$ cat src/rtl/ram_4x8_initiator.sv
// Initiator-side sequencer for the 4x8 RAM port.
// It accepts one read or write per valid/ready request, holds the address and
// data through a programmable setup window, and then strobes the access for
// one cycle. It returns the result on a valid/ready response channel and
// counts completed reads and writes separately.
module ram_4x8_initiator #(
  parameter int unsigned SETUP_CYCLES = 1,
  parameter int unsigned DATA_W       = 8
) (
  input  logic              clk,
  input  logic              clear,
  input  logic              req_valid,
  output logic              req_ready,
  input  logic              req_write,
  input  logic [1:0]        req_addr,
  input  logic [DATA_W-1:0] req_wdata,
  output logic              rsp_valid,
  input  logic              rsp_ready,
  output logic              rsp_write,
  output logic [DATA_W-1:0] rsp_rdata,
  output logic              mem_addr1,
  output logic              mem_addr2,
  output logic              mem_rw,
  output logic [DATA_W-1:0] mem_wdata,
  input  logic [DATA_W-1:0] mem_rdata,
  output logic [7:0]        wr_count,
  output logic [7:0]        rd_count
);

  localparam int unsigned SETUP_W = 4;
  localparam int unsigned CNT_W   = 8;

  typedef enum logic [1:0] {
    IDLE   = 2'd0,
    SETUP  = 2'd1,
    ACCESS = 2'd2,
    RESP   = 2'd3
  } state_t;

  state_t             state;
  logic [SETUP_W-1:0] setup_cnt;
  logic               wr_lat;

  // Sequencer: all outputs are registered and only change on state transitions.
  // mem_rw is set when SETUP exits into ACCESS, so the strobe is high only
  // during ACCESS.
  always_ff @(posedge clk) begin
    if (!clear) begin
      state     <= IDLE;
      setup_cnt <= '0;
      wr_lat    <= 1'b0;
      req_ready <= 1'b1;
      rsp_valid <= 1'b0;
      rsp_write <= 1'b0;
      rsp_rdata <= '0;
      mem_addr1 <= 1'b0;
      mem_addr2 <= 1'b0;
      mem_rw    <= 1'b0;
      mem_wdata <= '0;
      wr_count  <= '0;
      rd_count  <= '0;
    end else begin
      case (state)
        IDLE: begin
          if (req_valid) begin
            mem_addr1 <= req_addr[0];
            mem_addr2 <= req_addr[1];
            mem_wdata <= req_wdata;
            wr_lat    <= req_write;
            setup_cnt <= SETUP_W'(SETUP_CYCLES - 1);
            req_ready <= 1'b0;
            state     <= SETUP;
          end
        end
        SETUP: begin
          if (setup_cnt == '0) begin
            mem_rw <= wr_lat;
            state  <= ACCESS;
          end else begin
            setup_cnt <= setup_cnt - SETUP_W'(1);
          end
        end
        ACCESS: begin
          mem_rw    <= 1'b0;
          rsp_write <= wr_lat;
          rsp_valid <= 1'b1;
          if (wr_lat) begin
            rsp_rdata <= mem_wdata;
            wr_count  <= wr_count + CNT_W'(1);
          end else begin
            rsp_rdata <= mem_rdata;
            rd_count  <= rd_count + CNT_W'(1);
          end
          state <= RESP;
        end
        RESP: begin
          if (rsp_ready) begin
            rsp_valid <= 1'b0;
            req_ready <= 1'b1;
            state     <= IDLE;
          end
        end
        default: state <= IDLE;
      endcase
    end
  end

endmodule

$ cat config.mk
export PLATFORM = sky130hd
export DESIGN_NAME = ram_4x8_initiator
export DESIGN_NICKNAME = d
export VERILOG_FILES = /design/src/rtl/ram_4x8_initiator.sv
export SDC_FILE = /design/constraint.sdc
export NUM_CORES = 1
export LEC_CHECK = 0
export CORE_MARGIN = 2
export CORE_UTILIZATION = 50
export CTS_CLUSTER_DIAMETER = 50
export DETAILED_ROUTE_END_ITERATION = 16
export PLACE_DENSITY = 0.9
export SLEW_MARGIN = 15
export SYNTH_ARGS = -nofsm -noshare
export SYNTH_HDL_FRONTEND = slang
export SYNTH_SLANG_ARGS = --single-unit
$ cat constraint.sdc
create_clock -name clk -period 4.85 [get_ports clk]
set_clock_uncertainty 0.1 [all_clocks]
set_input_delay 1.455 -clock clk [delete_from_list [all_inputs] [get_ports clk]]
set_output_delay 1.455 -clock clk [all_outputs]
set_load 0.03 [all_outputs]
==> run_results.csv <==
group,metric,value,unit
outcome,status,"finished clean",
worst_setup_path,cp-start-kind,"primary input",
global_route,antenna_found_initial,0,
worst_setup_path,path_class,"in2reg",
logic_synthesis,synth_seq_area_share,0.4450,
timing,tightest_slew,0.9704,ns
finish,diodes,0,
logic_synthesis,synthArstFlopShare,0,
worst_setup_path,path_cells,"clkdlybuf4s50_1 > buf_4 > clkinv_1 > buf_4 > a211oi_1",
placed_design,gp_congestion,0.7805,
worst_setup_path,reg2reg_to,"wr_count[7]",
routing,wl_per_cell,13.30,um
logic_synthesis,netlist_area,2024,um^2
cts,worst_setup_hold_path_clk_slew,0.08,ns
logic_synthesis,syn-num-nets,268,
run,max-cap-violations,0,
die,chipWidth,67.63,um
power,sw_frac_of_total,0.3771,
routing,dr_total_vias,1849,
global_route,grt_overflow_total,0,
logic_synthesis,ys_top_cells_by_area,"dfxtp_1, nand2_1, mux2i_1, a21oi_1, ha_1",
worst_setup_path,endpoint_kind,"flop",
cts,numCtsBuffers,5,
die,row_count,23,
routing,drtPass1Iterations,6,
routing,drc,0,
worst_setup_path,cp.required,4.96,ns
finish,fin_cells,343,
worst_setup_path,crit_fanout,22,
power,p_int,0.0007329,W
worst_setup_path,rr_startpoint,"state[0]",
logic_synthesis,synth_warnings,0,
power,ir_drop,0.2539,mV
timing,hold_violations,0,
logic_synthesis,syn_avg_cell_area,8.542,um^2
logic_synthesis,synth-seq-cells,45,
worst_setup_path,reg2reg_depth,5,
worst_setup_path,crit_family,"buffers and inverters",
cts,post_cts_buffers,0,
worst_hold_path,min_from,"mem_addr2",
power,clock_power_share,0.197,
die,die_y,67.63,um
routing,vias_per_cell,5.391,
power,power_density,430.0,nW/um^2
cts,cts_hold_buf,0,
finish,area.growth.synth_to_final,35.17,%
global_route,grt_pass1_wl,7.251,mm
worst_setup_path,cpPeakStageDelay,0.53,ns
worst_setup_path,arrival,3.26,ns
finish,nets,324,
cts,cts.sinks,45,
timing,slew_viol_final,0,
worst_setup_path,worst-path-buf-inv,4,
placed_design,place_hpwl,3.204,mm
timing,fin_crit,3.154,ns
logic_synthesis,synth_most_common_cell,"dfxtp_1",
die,num_io_pins,61,
worst_hold_path,hold_path_depth,2,
global_route,track_usage,0.2113,
placed_design,io_buffers,60,
power,p_comb_frac,0.397,
worst_setup_path,critPathMostFrequentCell,"buf_4",
timing,fmax,0.3170,GHz
worst_hold_path,hold_class,"reg2reg",
timing,setup_viol,0,
logic_synthesis,synthFlopType,"dfxtp_1",
timing,slew_headroom,0.3531,
cts,clock_path_buffers,2,
global_route,grt_pass1_vias,1696,
cts,cts_root_buf,"clkbuf_8",
routing,ant_nets,0,
die,die_area,4574,um^2
worst_setup_path,reg2reg_slack,2.30,ns
logic_synthesis,synthCells,237,
die,initial_core_util,0.5135,
logic_synthesis,synth_top_area_frac,0.4450,
logic_synthesis,ys_top_cells_by_count,"dfxtp_1, nand2_1, a21oi_1",
routing,totalWireLength,4.562,mm
cts,clkLatencyLatePin,0.30,ns
power,p_leak,0.9553,nW
timing,tns,0,ns
finish,drive_above_1_share,0.03413,
cts,cts_htree_levels,2,
routing,drt_iter0_markers,121,
power,p_sw,0.0004437,W
logic_synthesis,synth_top_area_cell,"dfxtp_1",
worst_hold_path,min_to,"mem_addr2",
timing,rsz0062_at_grt,"no",
global_route,grt_max_degree,30,
logic_synthesis,synth_cell_types,39,
cts,cts_resized,0,
worst_setup_path,cp_slowest_cell,"clkinv_1",
logic_synthesis,synth_edf_count,0,
power,seq_power_share,0.407,
placed_design,dpl.cell_count,336,
cts,cts_tree,"yes",
timing,timing.final.crit_share,0.6504,
die,coreArea,3943,um^2
through the flow:
stage	utilization	worst slack, ns	cell area [um^2]	hold WS (ns)	power (W)
after floorplan	-	2.477	2024	0.3599	0.0007905
after CTS	0.6941	1.688	2736	0.3596	0.001183
after global routing	0.6941	1.577	2736	0.3832	0.001245
after detailed placement	0.6722	1.374	2650	0.3488	0.0009497
final	0.6941	1.696	2736	0.3574	0.001177
after global placement	0.6722	1.452	2650	0.3479	0.0009405
cell type report:
cell class / instances / area [um^2]
Clock buffer: 7 / 86.33
Fill cell: 306 / 1206
Inverter: 8 / 30.03
Multi-Input combinational cell: 171 / 1041
Sequential cell: 45 / 900.9
Tap cell: 50 / 62.56
Timing Repair Buffer: 62 / 615.6
worst register-to-register path, cell delays in order, from the launching register on:
cell	delay (ns)
dfxtp_1	0.34
inv_1	0.13
ha_1	0.82
nand3_1	0.33
or4_1	0.59
a21oi_1	0.16
power groups by stage:
stage / Sequential [W] / Clock (W) / Combinational [W]
6_report: 0.000478 / 0.000231 / 0.000467
5_1_grt: 0.000487 / 0.000251 / 0.000507
4_1_cts: 0.000477 / 0.000237 / 0.000468
3_5_place_dp: 0.000484 / 0 / 0.000465
3_3_place_gp: 0.000484 / 0 / 0.000457
2_1_floorplan: 0.000562 / 0 / 0.000229
per-layer routing:
| metal | up-vias | global-route usage | wire length, um |
|---|---|---|---|
| li1 | 937 | - | - |
| met1 | 832 | 0.2508 | 1961 |
| met2 | 73 | 0.3431 | 2104 |
| met3 | 7 | 0.08667 | 422 |
| met4 | 0 | 0.07398 | 74 |
| met5 | - | 0 | 0 |
sequential cells by signal (all words and copies together), names as in the netlist:
register and flops:
setup_cnt 4, mem_addr1 1, mem_addr2 1, wr_lat 1, mem_rw 1, rsp_valid 1, rsp_rdata 8, mem_wdata 8
rd_count 8, state 2, wr_count 8, rsp_write 1, req_ready 1
kinds of logic after synthesis:
group / synth area share
and+or+nand+nor: 0.2213
AOI/OAI and AO/OA: 0.1570
DFF: 0.4450
buffers and inverters: 0.04079
muxes: 0.06922
adders and majority gates: 0.04945
xor gates and xnor gates: 0.01731
worst max path at each step:
stage / start / endpoint / slack [ns] / cells after the start
floorplan: clear / wr_count[4] / 2.48 / 4
global placement: clear / rsp_rdata[0] / 1.45 / 5
detailed placement: clear / rsp_rdata[2] / 1.37 / 5
CTS: clear / rsp_rdata[2] / 1.69 / 5
global route: clear / rsp_rdata[7] / 1.58 / 5
finish: clear / rsp_rdata[2] / 1.70 / 5
placed cells by master (no fill, tap or decap), drive strengths merged, types with 7 or more instances in the layout:
| cell type | count |
|---|---|
| clkbuf | 7 |
| inv | 7 |
| nor2 | 18 |
| mux2i | 14 |
| ha | 8 |
| dfxtp | 45 |
| a211oi | 9 |
| clkdlybuf4s50 | 60 |
| a21oi | 22 |
| nand2 | 43 |
(Power assumes the default switching activity.)
